$ cat config.mk
export PLATFORM = sky130hd
export DESIGN_NAME = lvds_phase_sweep_ctrl
export DESIGN_NICKNAME = d
export VERILOG_FILES = /design/src/rtl/lvds_phase_pkg.sv /design/src/rtl/lvds_hsync_meter.sv /design/src/rtl/lvds_phase_sweep_ctrl.sv
export SDC_FILE = /design/constraint.sdc
export NUM_CORES = 1
export LEC_CHECK = 0
export CORE_ASPECT_RATIO = 0.8
export CORE_MARGIN = 5
export CORE_UTILIZATION = 45
export DETAILED_ROUTE_END_ITERATION = 10
export PLACE_DENSITY_LB_ADDON = 0.1
export SLEW_MARGIN = 0
export SYNTH_ARGS = -nofsm -noshare
export SYNTH_HDL_FRONTEND = slang
export SYNTH_SLANG_ARGS = --single-unit
$ cat constraint.sdc
create_clock -name clk_i -period 16.5 [get_ports clk_i]
set_input_delay 4.125 -clock clk_i [delete_from_list [all_inputs] [get_ports clk_i]]
set_output_delay 4.125 -clock clk_i [all_outputs]
set_load 0.01 [all_outputs]
$ cat src/rtl/lvds_phase_pkg.sv
// Shared types and helpers for the LVDS receiver phase-sweep controller.
//   state_e          : sweep/seek FSM states
//   CNTSEL_OUT0      : PLL counter select used for every phase step (output counter 0)
//   width_in_window  : HSYNC low-width acceptance check
//   eye_centre       : longest circular run of passing phases and its centre
// Optional feature macro used by the controller: LVDS_PHASE_MONITOR_EN.
package lvds_phase_pkg;

  typedef enum logic [3:0] {
    StIdle,
    StSettle,
    StMeasure,
    StStepReq,
    StStepAck,
    StNext,
    StSelect,
    StSeek,
    StLocked,
    StError
  } state_e;

  localparam logic [4:0] CNTSEL_OUT0 = 5'b00001;
  localparam int unsigned MaxPhases = 32;

  typedef struct packed {
    logic       found;
    logic [4:0] best;
  } eye_sel_t;

  function automatic logic width_in_window(input logic [9:0] width, input logic [9:0] min_w,
                                           input logic [9:0] max_w);
    return (width >= min_w) && (width <= max_w);
  endfunction

  // Only the low n bits of map are meaningful. Runs wrap from phase n-1 to phase 0; on equal
  // lengths the run with the lowest start index wins because only a strictly longer run replaces
  // the current best.
  function automatic eye_sel_t eye_centre(input logic [MaxPhases-1:0] map, input int unsigned n);
    eye_sel_t   sel;
    logic       all_pass;
    logic       run;
    logic [4:0] idx;
    logic [4:0] prev;
    logic [4:0] best_start;
    logic [5:0] best_len;
    logic [5:0] len;
    sel        = '0;
    all_pass   = 1'b1;
    best_start = '0;
    best_len   = '0;
    for (int unsigned i = 0; i < MaxPhases; i++) begin
      idx = 5'(i);
      if (i < n && !map[idx]) all_pass = 1'b0;
    end
    if (all_pass) begin
      best_len = 6'(n);
    end else begin
      for (int unsigned s = 0; s < MaxPhases; s++) begin
        if (s < n) begin
          idx  = 5'(s);
          prev = 5'((s + n - 1) % n);
          // A run starts where a passing phase follows a failing one.
          if (map[idx] && !map[prev]) begin
            len = '0;
            run = 1'b1;
            for (int unsigned k = 0; k < MaxPhases; k++) begin
              idx = 5'((s + k) % n);
              if (k < n && run) begin
                if (map[idx]) len = len + 6'd1;
                else          run = 1'b0;
              end
            end
            if (len > best_len) begin
              best_len   = len;
              best_start = 5'(s);
            end
          end
        end
      end
    end
    if (best_len != '0) begin
      sel.found = 1'b1;
      sel.best  = 5'((32'(best_start) + (32'(best_len) - 32'd1) / 32'd2) % n);
    end
    return sel;
  endfunction

endpackage

$ cat src/rtl/lvds_hsync_meter.sv
// HSYNC low-pulse width meter.
// Counts low cycles of hsync_n_i (saturating at 1023) while enable_i is high. A pulse is only
// graded if its falling edge was seen while enabled, so a pulse already in progress when the
// meter is enabled is ignored. Strobes are registered (one cycle after the rising edge).
//   clk_i, reset_i  : clock, synchronous active-high reset
//   enable_i        : measure; low clears all meter state
//   hsync_n_i       : recovered HSYNC, active low
//   min_i, max_i    : accepted width window (inclusive)
//   pulse_valid_o   : strobe, a pulse completed
//   pulse_good_o    : with pulse_valid_o, width was inside the window
//   timeout_o       : strobe, LINE_TIMEOUT cycles passed without a completed pulse
module lvds_hsync_meter
  import lvds_phase_pkg::*;
#(
  parameter int unsigned LINE_TIMEOUT = 4096
) (
  input  logic       clk_i,
  input  logic       reset_i,
  input  logic       enable_i,
  input  logic       hsync_n_i,
  input  logic [9:0] min_i,
  input  logic [9:0] max_i,
  output logic       pulse_valid_o,
  output logic       pulse_good_o,
  output logic       timeout_o
);

  localparam int unsigned ToW = $clog2(LINE_TIMEOUT + 1);

  logic           hsync_prev_q;
  logic           armed_q, armed_d;
  logic [9:0]     width_q, width_d;
  logic [ToW-1:0] to_cnt_q, to_cnt_d;
  logic           valid_q, valid_d;
  logic           good_q, good_d;
  logic           timeout_q, timeout_d;
  logic           to_hit;

  always_comb begin
    armed_d   = armed_q;
    width_d   = width_q;
    to_cnt_d  = to_cnt_q;
    valid_d   = 1'b0;
    good_d    = 1'b0;
    timeout_d = 1'b0;
    to_hit    = (to_cnt_q == ToW'(LINE_TIMEOUT - 1));
    if (!enable_i) begin
      armed_d  = 1'b0;
      width_d  = '0;
      to_cnt_d = '0;
    end else begin
      if (!hsync_n_i) begin
        if (hsync_prev_q) begin
          armed_d = 1'b1;
          width_d = 10'd1;
        end else if (width_q != 10'h3ff) begin
          width_d = width_q + 10'd1;
        end
      end else if (!hsync_prev_q && armed_q) begin
        valid_d = 1'b1;
        good_d  = width_in_window(width_q, min_i, max_i);
        armed_d = 1'b0;
      end
      timeout_d = to_hit && !valid_d;
      if (valid_d || to_hit) to_cnt_d = '0;
      else                   to_cnt_d = to_cnt_q + ToW'(1);
    end
  end

  always_ff @(posedge clk_i) begin
    if (reset_i) begin
      hsync_prev_q <= 1'b1;
      armed_q      <= 1'b0;
      width_q      <= '0;
      to_cnt_q     <= '0;
      valid_q      <= 1'b0;
      good_q       <= 1'b0;
      timeout_q    <= 1'b0;
    end else begin
      hsync_prev_q <= hsync_n_i;
      armed_q      <= armed_d;
      width_q      <= width_d;
      to_cnt_q     <= to_cnt_d;
      valid_q      <= valid_d;
      good_q       <= good_d;
      timeout_q    <= timeout_d;
    end
  end

  assign pulse_valid_o = valid_q;
  assign pulse_good_o  = good_q;
  assign timeout_o     = timeout_q;

endmodule

$ cat src/rtl/lvds_phase_sweep_ctrl.sv
// LVDS receiver PLL phase-sweep controller.
// Steps the PLL dynamic phase shift through every phase, grades each phase on the recovered
// HSYNC low width, picks the centre of the longest circular passing run and seeks to it.
// Optional macro LVDS_PHASE_MONITOR_EN: keep grading while locked; 4 consecutive bad pulses or
// a line timeout restart the sweep from the current phase.
//   clk_i, reset_i   : slow pixel clock, synchronous active-high reset (shared with PLL reset)
//   start_i          : re-sweep request, honoured in IDLE/LOCKED/ERROR
//   hsync_n_i        : recovered HSYNC, active low
//   phase_done_i     : PLL phase_done
//   phase_en_o, updn_o, cntsel_o : PLL dynamic phase-shift controls
//   cur_phase_o, best_phase_o, pass_map_o : sweep status
//   busy_o, locked_o, error_o             : controller status
module lvds_phase_sweep_ctrl
  import lvds_phase_pkg::*;
#(
  parameter int unsigned NUM_PHASES     = 8,
  parameter int unsigned SYN_LENGTH     = 22,
  parameter int unsigned DEVIATION      = SYN_LENGTH >> 3,
  parameter int unsigned LINES_PER_STEP = 16,
  parameter int unsigned SETTLE_CYCLES  = 192,
  parameter int unsigned LINE_TIMEOUT   = 4096,
  parameter int unsigned DONE_TIMEOUT   = 1024
) (
  input  logic                          clk_i,
  input  logic                          reset_i,
  input  logic                          start_i,
  input  logic                          hsync_n_i,
  input  logic                          phase_done_i,
  output logic                          phase_en_o,
  output logic                          updn_o,
  output logic [4:0]                    cntsel_o,
  output logic [$clog2(NUM_PHASES)-1:0] cur_phase_o,
  output logic [$clog2(NUM_PHASES)-1:0] best_phase_o,
  output logic [NUM_PHASES-1:0]         pass_map_o,
  output logic                          busy_o,
  output logic                          locked_o,
  output logic                          error_o
);

  localparam int unsigned PhW    = $clog2(NUM_PHASES);
  localparam int unsigned StW    = $clog2(NUM_PHASES + 1);
  localparam int unsigned LnW    = $clog2(LINES_PER_STEP + 1);
  localparam int unsigned CntMax = (SETTLE_CYCLES > DONE_TIMEOUT) ? SETTLE_CYCLES : DONE_TIMEOUT;
  localparam int unsigned CntW   = $clog2(CntMax + 1);
  localparam logic [9:0]  MinW   = 10'(SYN_LENGTH - DEVIATION);
  localparam logic [9:0]  MaxW   = 10'(SYN_LENGTH + DEVIATION);

  state_e                state_q, state_d;
  logic [CntW-1:0]       cnt_q, cnt_d;
  logic [LnW-1:0]        lines_q, lines_d;
  logic                  all_good_q, all_good_d;
  logic [StW-1:0]        step_q, step_d;  // sweep: steps taken; seek: steps remaining
  logic                  seek_q, seek_d;
  logic [PhW-1:0]        cur_phase_q, cur_phase_d;
  logic [PhW-1:0]        best_phase_q, best_phase_d;
  logic [NUM_PHASES-1:0] pass_map_q, pass_map_d;
  logic                  restart;
  logic                  meter_en, meter_valid, meter_good, meter_timeout;
  eye_sel_t              sel;
  logic [StW-1:0]        seek_dist;

`ifdef LVDS_PHASE_MONITOR_EN
  logic [1:0] bad_q, bad_d;
  assign meter_en = (state_q == StMeasure) || (state_q == StLocked);
`else
  assign meter_en = (state_q == StMeasure);
`endif

  lvds_hsync_meter #(
    .LINE_TIMEOUT (LINE_TIMEOUT)
  ) u_meter (
    .clk_i         (clk_i),
    .reset_i       (reset_i),
    .enable_i      (meter_en),
    .hsync_n_i     (hsync_n_i),
    .min_i         (MinW),
    .max_i         (MaxW),
    .pulse_valid_o (meter_valid),
    .pulse_good_o  (meter_good),
    .timeout_o     (meter_timeout)
  );

  always_comb begin
    sel       = eye_centre(32'(pass_map_q), NUM_PHASES);
    seek_dist = StW'((32'(sel.best) + NUM_PHASES - 32'(cur_phase_q)) % NUM_PHASES);
  end

  always_comb begin
    state_d      = state_q;
    cnt_d        = cnt_q;
    lines_d      = lines_q;
    all_good_d   = all_good_q;
    step_d       = step_q;
    seek_d       = seek_q;
    cur_phase_d  = cur_phase_q;
    best_phase_d = best_phase_q;
    pass_map_d   = pass_map_q;
    restart      = 1'b0;
`ifdef LVDS_PHASE_MONITOR_EN
    bad_d        = bad_q;
`endif
    unique case (state_q)
      StIdle, StError: begin
        if (start_i) restart = 1'b1;
      end
      StSettle: begin
        if (cnt_q == CntW'(SETTLE_CYCLES - 1)) begin
          state_d    = StMeasure;
          cnt_d      = '0;
          lines_d    = '0;
          all_good_d = 1'b1;
        end else begin
          cnt_d = cnt_q + CntW'(1);
        end
      end
      StMeasure: begin
        if (meter_timeout) begin
          pass_map_d[cur_phase_q] = 1'b0;
          step_d  = step_q + StW'(1);
          cnt_d   = '0;
          state_d = StStepReq;
        end else if (meter_valid) begin
          lines_d    = lines_q + LnW'(1);
          all_good_d = all_good_q & meter_good;
          if (lines_q == LnW'(LINES_PER_STEP - 1)) begin
            pass_map_d[cur_phase_q] = all_good_q & meter_good;
            step_d  = step_q + StW'(1);
            cnt_d   = '0;
            state_d = StStepReq;
          end
        end
      end
      StStepReq: begin
        if (!phase_done_i) begin
          state_d = StStepAck;
          cnt_d   = '0;
        end else if (cnt_q == CntW'(DONE_TIMEOUT - 1)) begin
          state_d = StError;
        end else begin
          cnt_d = cnt_q + CntW'(1);
        end
      end
      StStepAck: begin
        if (phase_done_i) begin
          cur_phase_d = (cur_phase_q == PhW'(NUM_PHASES - 1)) ? '0 : cur_phase_q + PhW'(1);
          if (seek_q) step_d = step_q - StW'(1);
          state_d = StNext;
        end else if (cnt_q == CntW'(DONE_TIMEOUT - 1)) begin
          state_d = StError;
        end else begin
          cnt_d = cnt_q + CntW'(1);
        end
      end
      StNext: begin
        cnt_d = '0;
        if (seek_q) begin
          state_d = (step_q == '0) ? StLocked : StStepReq;
        end else begin
          state_d = (step_q == StW'(NUM_PHASES)) ? StSelect : StSettle;
        end
      end
      StSelect: begin
        if (!sel.found) begin
          state_d = StError;
        end else begin
          best_phase_d = PhW'(sel.best);
          if (seek_dist == '0) begin
            state_d = StLocked;
          end else begin
            step_d  = seek_dist;
            seek_d  = 1'b1;
            state_d = StSeek;
          end
        end
      end
      StSeek: begin
        cnt_d   = '0;
        state_d = StStepReq;
      end
      StLocked: begin
        if (start_i) restart = 1'b1;
`ifdef LVDS_PHASE_MONITOR_EN
        if (meter_timeout) begin
          restart = 1'b1;
        end else if (meter_valid) begin
          if (meter_good)          bad_d   = '0;
          else if (bad_q == 2'd3)  restart = 1'b1;
          else                     bad_d   = bad_q + 2'd1;
        end
`endif
      end
      default: state_d = StError;
    endcase
    if (restart) begin
      state_d    = StSettle;
      cnt_d      = '0;
      step_d     = '0;
      seek_d     = 1'b0;
      pass_map_d = '0;
`ifdef LVDS_PHASE_MONITOR_EN
      bad_d      = '0;
`endif
    end
  end

  always_ff @(posedge clk_i) begin
    if (reset_i) begin
      state_q      <= StSettle;
      cnt_q        <= '0;
      lines_q      <= '0;
      all_good_q   <= 1'b1;
      step_q       <= '0;
      seek_q       <= 1'b0;
      cur_phase_q  <= '0;
      best_phase_q <= '0;
      pass_map_q   <= '0;
`ifdef LVDS_PHASE_MONITOR_EN
      bad_q        <= '0;
`endif
    end else begin
      state_q      <= state_d;
      cnt_q        <= cnt_d;
      lines_q      <= lines_d;
      all_good_q   <= all_good_d;
      step_q       <= step_d;
      seek_q       <= seek_d;
      cur_phase_q  <= cur_phase_d;
      best_phase_q <= best_phase_d;
      pass_map_q   <= pass_map_d;
`ifdef LVDS_PHASE_MONITOR_EN
      bad_q        <= bad_d;
`endif
    end
  end

  assign phase_en_o   = (state_q == StStepReq);
  assign updn_o       = 1'b1;
  assign cntsel_o     = CNTSEL_OUT0;
  assign cur_phase_o  = cur_phase_q;
  assign best_phase_o = best_phase_q;
  assign pass_map_o   = pass_map_q;
  assign locked_o     = (state_q == StLocked);
  assign error_o      = (state_q == StError);
  assign busy_o       = !((state_q == StIdle) || (state_q == StLocked) || (state_q == StError));

endmodule

==> impl_metrics.tcl, run 1 <==
set metrics [dict create \
    outcome "complete, no violations" \
    hold_violations 0 \
    ios 29 \
    cp_slowest_cell "fa_1" \
    holdWs_ns 0.4580 \
    ys_top_cells_by_area "dfxtp_1 (16%), ha_1 (13%), nor2_1 (6.1%)" \
    fmax_mhz 64.02 \
    p_leak_nw 4.162 \
    gr-total-overflow 0 \
    ys_ff_latch 68 \
    swShare_pct 22.24 \
    ys_types 90 \
    yosysSeqAreaShare_pct 15.74 \
    period_minus_slack_ns 15.62 \
    yosysMostFrequentCell "nor2_1" \
    firstDrtPassIters 5 \
    num_vias 8501 \
    syn_area_per_cell_um2 7.184 \
    fin_nets 1353 \
    fill_cells 1879 \
    drt_iter0_drc 623 \
    cts_made_buffers 9 \
    viasPerCell 5.604 \
    cp.arrival_ns 15.83 \
    yosys-top-cells-count "nor2_1 (141), nand2_1 (140), ha_1 (91), a21oi_1 (87), dfxtp_1 (68)" \
    cts_hold_buf 0 \
    start_util_pct 45.72 \
    worst_pin_slew_ns 0.6795 \
    wl_um 24560 \
    clock_latency_ns 0.33 \
    busiest_layer "met1" \
    max_stage_delay_ns 0.51 \
    dieArea_mm2 0.02211 \
    cts.clk_slew.worst_paths_ns 0.06 \
    avgRoutedWirePerCell_um 16.19 \
    track_usage_pct 21.71 \
    combPwrFrac_pct 3.5 \
    regToRegSetupSlack_ns 0.88 \
    path_max_fanout 8 \
    antenna_found_initial 0 \
    drv_slew 0 \
    port_buffers 22 \
    crit_path_frequent_cell "ha_1" \
    met3_usage_pct 3.840 \
    ctsLongestPathBuffers 2 \
    grtUsageMet2_pct 30.28 \
    ant_nets 0 \
    seqPwrFrac_pct 42.5 \
    setup_violations 0 \
    post-route-period-util_pct 94.67 \
    p_sw_w 0.00008670 \
    finalClockSkew_ns 0.007201 \
    pwr_density_cell_mw_per_mm2 39.15 \
    post-route-util_pct 52.64 \
    grt_max_degree 31 \
    grt_pass1_vias 7516 \
    cts_sinks 68 \
    layout-drive-gt1-share_pct 11.44 \
    ys.flop_type "dfxtp_1" \
    hpwl_um 19170 \
    min_path_type "reg -> reg" \
    cp-end-kind "register" \
    gp_congestion 0.9391 \
    yosys.area.top_type "dfxtp_1" \
    synth_async_sr_flop_share_pct 0 \
    slew_headroom_pct 54.56 \
    p_int_w 0.0003032 \
    chipHeight_um 134.0 \
    worst_setup_path_start_kind "register" \
    maxCapViolCount 0 \
    peakVddDrop_mv 0.05444 \
    area_growth_pct 15.13 \
    synthDominantCellAreaShare_pct 15.74 \
    rows 45 \
    path_class "reg -> reg" \
    antenna_cells 0 \
    clock_power_share_pct 53.9 \
    core_region_area_mm2 0.01892 \
    synth_area_mm2 0.008650 \
    htree_levels 3 \
    synth_warnings 0 \
    grt_first_pass_wirelength_um 39440 \
    die_width_um 165.0 \
    syn_inst 1204 \
    cts_tree "built" \
    clockRootBuffer "clkbuf_16" \
    grt_use_met1_pct 35.31 \
    synth_edf_count 0 \
    required_ns 16.71 \
    drc 0 \
]
-- through the flow --
step	setup WS [ns]	setup TNS (ns)	area [um^2]	power, W	cells
floorplan	0.8538	0	8702	0.0001795	1218
global placement	-0.01350	-0.01350	9250	0.0001816	1481
detailed placement	-0.3934	-2.267	9250	0.0001816	1481
CTS	0.02445	0	9615	0.0003924	1499
global route	-0.1870	-1.083	9958	0.0004038	1517
finish	0.8800	0	9958	0.0003899	1517
-- sequential cells by signal, summed over array words and instances (netlist names) --
| register | count |
|---|---|
| u_meter.pulse_good_o | 1 |
| u_meter.hsync_prev_q | 1 |
| u_meter.armed_q | 1 |
| u_meter.to_cnt_q | 13 |
| step_q | 4 |
| lines_q | 5 |
| u_meter.width_q | 10 |
| pass_map_o | 8 |
| best_phase_o | 3 |
| u_meter.timeout_o | 1 |
| all_good_q | 1 |
| state_q | 4 |
| cnt_q | 11 |
| u_meter.pulse_valid_o | 1 |
| cur_phase_o | 3 |
| seek_q | 1 |
-- cell families (layout without fill, tap and decap cells) --
family          count (synthesis)  after routing  synth area share (%)
compound gates                255            255                 18.95
xor+xnor                       86             86                 9.432
fa+ha+maj                      99             99                 14.44
buf+inv                       120            161                 5.858
flops                          68             68                 15.74
mux                            45             45                 5.323
other cells                     2             16               0.08683
simple gates                  529            529                 30.17
-- layout make-up --
class / instances / area [um^2] / area share [%]
multi-input cells: 1030 / 7068 / 70.98
repair buffers: 75 / 618.1 / 6.207
flip-flops and latches: 68 / 1361 / 13.67
well taps: 258 / 322.8 / 3.242
inverters: 70 / 264.0 / 2.651
clock buffers: 9 / 225.2 / 2.262
clock inverters: 7 / 98.84 / 0.9926
-- power by group through the flow --
stage | registers (W) | clock network, W | logic (W)
2_1_floorplan | 0.000169 | 0 | 0.0000102
3_3_place_gp | 0.000169 | 0 | 0.0000122
3_5_place_dp | 0.000169 | 0 | 0.0000121
4_1_cts | 0.000166 | 0.000214 | 0.0000125
5_1_grt | 0.000166 | 0.000223 | 0.0000152
6_report | 0.000166 | 0.000210 | 0.0000137
-- worst paths after layout --
path	start	to	cells past startpoint
max	pass_map_o[2]$_SDFFE_PP0P_	state_q[1]$_SDFFE_PP0P_	88
min	all_good_q$_SDFFE_PP1P_	all_good_q$_SDFFE_PP1P_	2
max reg2reg	pass_map_o[2]$_SDFFE_PP0P_	state_q[1]$_SDFFE_PP0P_	88
min reg2reg	all_good_q$_SDFFE_PP1P_	all_good_q$_SDFFE_PP1P_	2
-- placed cells by master (no fill, tap or decap), types with 6 or more instances in the layout --
cell type,instances
xor2_1,37
and3_1,28
buf_4,53
clkbuf_16,9
nand3_1,53
dfxtp_1,68
conb_1,16
a21oi_2,7
o21a_1,8
and4_1,7
nor3b_1,8
nand4_1,18
a21oi_1,79
a211oi_1,11
nand2_1,139
o21ai_0,48
and2_1,17
o2111ai_1,6
o211ai_1,7
nand3b_1,12
o21ai_1,9
xnor2_1,43
a21o_1,8
nand2b_1,13
or3_1,10
nor3_1,32
ha_1,90
nor2_1,140
inv_1,63
mux2i_1,34
clkdlybuf4s50_1,22
nor2b_1,14
-- timing repair --
item                       CTS  global route
setup endpoints to repair    9            12
resized for setup            4            54
cloned                       0             0
pin swaps                    1            24
buffers inserted             2            18
-- metal layers --
layer | vias to the layer above | wire length (um)
met3 | 12 | 1345
met2 | 199 | 10020
li1 | 4346 | -
met4 | 0 | 115
met5 | - | 0
met1 | 3944 | 13080
-- worst max-delay path, delay by kind of cell (launching register included) --
kind	cells	cell delay (ns)
muxes	4	0.93
DFF	1	0.30
and+or+nand+nor	27	3.33
adders and majority gates	16	4.58
AOI/OAI and AO/OA	31	5.31
buffers and inverters	8	0.56
xor gates and xnor gates	2	0.48
Note: power is estimated with default switching activity, not from simulation.
==> inputs of run 2 (changes only) <==
--- a/config.mk
+++ b/config.mk
@@ -14,3 +14,4 @@
 export SYNTH_ARGS = -nofsm -noshare
 export SYNTH_HDL_FRONTEND = slang
 export SYNTH_SLANG_ARGS = --single-unit
+export TNS_END_PERCENT = 50
==> constraint.sdc (replaced) <==
create_clock -name clk_i -period 18.15 [get_ports clk_i]
set_input_delay 4.5375 -clock clk_i [delete_from_list [all_inputs] [get_ports clk_i]]
set_output_delay 4.5375 -clock clk_i [all_outputs]
set_load 0.01 [all_outputs]
==> impl_metrics.tcl, run 2 (synthesis gave the netlist of run 1 again) <==
set metrics [dict create \
    post-route-period-util_pct 93.54 \
    antenna_cells 0 \
    drc 0 \
    post-route-util_pct 50.54 \
    core_region_area_mm2 0.01892 \
    critical_path.top_delay_family "compound AO/OA/AOI/OAI gates" \
    track_usage_pct 21.76 \
    worst_setup_path_start_kind "register" \
    slew_headroom_pct 47.12 \
    stdcell_area_mm2 0.009560 \
    avgRoutedWirePerCell_um 16.58 \
    period_minus_slack_ns 16.98 \
    p_sw_w 0.00007767 \
    finalClockSkew_ns 0.006196 \
    cts_hold_buf 0 \
    antenna_found_initial 0 \
    cts_made_buffers 9 \
    multiInputGateArea_mm2 0.006914 \
    die_width_um 165.0 \
    viasPerCell 5.741 \
    layout-drive-gt1-share_pct 7.410 \
    maxCapViolCount 0 \
    reg_top3 "u_meter.to_cnt_q x13, cnt_q x11, u_meter.width_q x10" \
    firstDrtPassIters 5 \
    top_register "u_meter.to_cnt_q" \
    drv_slew 0 \
    rows 45 \
    worst_pin_slew_ns 0.7849 \
    start_util_pct 45.72 \
    ctsLongestPathBuffers 2 \
    port_buffers 22 \
    fmax_mhz 58.90 \
    swShare_pct 22.94 \
    cp_num_buf_inv 8 \
    ant_nets 0 \
    wl_um 24640 \
    cp-end-kind "register" \
    cp_slowest_cell "fa_1" \
    dp_cells 1459 \
    cts.clk_slew.worst_paths_ns 0.06 \
    setup_violations 0 \
    combPwrFrac_pct 3.4 \
    route.met3.wl_um 1542 \
    hpwl_um 19350 \
    chipHeight_um 134.0 \
    grt_pass1_vias 7469 \
    outcome "complete, no violations" \
    wl_met2_um 9785 \
    max_stage_delay_ns 0.52 \
    placed_cell_area_mm2 0.009085 \
    regArea_mm2 0.001366 \
    fin_cells 1486 \
    gp_congestion 0.9443 \
    crit_path_frequent_cell "ha_1" \
    fill_cells 1945 \
    top_layer_used "met4" \
    p_int_w 0.0002608 \
    dieArea_mm2 0.02211 \
    mostFrequentLayoutCell "nor2_1" \
    peakVddDrop_mv 0.03616 \
    hold_violations 0 \
    largest_reg_flops 13 \
    clock_latency_ns 0.33 \
    fin_nets 1322 \
    cp.arrival_ns 17.20 \
    area_growth_pct 10.53 \
    clockRootBuffer "clkbuf_16" \
    wl_met1_um 12920 \
    num_vias 8531 \
    required_ns 18.37 \
    drt_iter0_drc 726 \
    gr-total-overflow 0 \
    grt_max_degree 38 \
    seqPwrFrac_pct 44.5 \
    final_cell_mix "nor2_1 (140), nand2_1 (139), ha_1 (91), a21oi_1 (86), dfxtp_1 (66)" \
    clock_power_share_pct 52.1 \
    grt_first_pass_wirelength_um 39450 \
    p_leak_nw 3.996 \
    holdWs_ns 0.4603 \
    cts_sinks 68 \
    pwr_density_cell_mw_per_mm2 35.41 \
    ios 29 \
    path_max_fanout 14 \
    htree_levels 3 \
    cts_tree "built" \
    min_path_type "reg -> reg" \
    path_class "reg -> reg" \
]
==> run 2: routing by layer <==
layer	vias to the layer above	global-route usage, %
met5	-	0
met4	0	4.388
met3	40	3.072
met2	285	29.62
met1	3910	35.50
li1	4296	-
==> run 2: worst paths after layout <==
check	end	slack, ns	startpoint	cells after the start
max	state_q[1]$_SDFFE_PP0P_	1.17	pass_map_o[2]$_SDFFE_PP0P_	88
min	all_good_q$_SDFFE_PP1P_	0.46	all_good_q$_SDFFE_PP1P_	2
max reg2reg	state_q[1]$_SDFFE_PP0P_	1.17	pass_map_o[2]$_SDFFE_PP0P_	88
min reg2reg	all_good_q$_SDFFE_PP1P_	0.46	all_good_q$_SDFFE_PP1P_	2
==> run 2: what timing repair did <==
item                                   in CTS  in global routing
setup endpoints to repair                   0                 10
resized for setup                           0                 21
endpoints found under the hold margin       0                  0
buffers inserted                            0                 11
==> run 2: area by class of cell <==
class                   count  share of cell area [%]
multi-input cells        1030                   72.32
flip-flops and latches     68                   14.29
repair buffers             44                   4.031
well taps                 258                   3.377
inverters                  70                   2.840
clock buffers               9                   2.356
clock inverters             7                  0.7852
==> run 2: metrics by stage <==
stage	worst slack (ns)	total power, W	setup TNS, ns
floorplan	2.504	0.0001632	0
detailed placement	0.1343	0.0001648	0
global route	-0.01827	0.0003513	-0.01827
finish	1.173	0.0003385	0
global placement	0.8134	0.0001650	0
CTS	0.03224	0.0003416	0
==> run 2: power groups by stage <==
stage	sequential [W]	combinational (W)	clock (W)
detailed placement	0.000154	0.0000108	0
CTS	0.000151	0.0000109	0.000180
global placement	0.000154	0.0000109	0
global route	0.000151	0.0000131	0.000187
finish	0.000151	0.0000116	0.000176
floorplan	0.000154	0.00000929	0
==> run 2: worst register-to-register path: cells and delay by family (launching register included) <==
family | cells | cell delay (ns)
AO/OA/AOI/OAI | 31 | 5.77
XOR/XNOR | 2 | 0.47
adder cells (fa/ha/maj) | 15 | 4.55
buffers and inverters | 8 | 0.72
flip-flops | 1 | 0.44
multiplexers | 5 | 1.47
AND/OR/NAND/NOR | 27 | 3.43
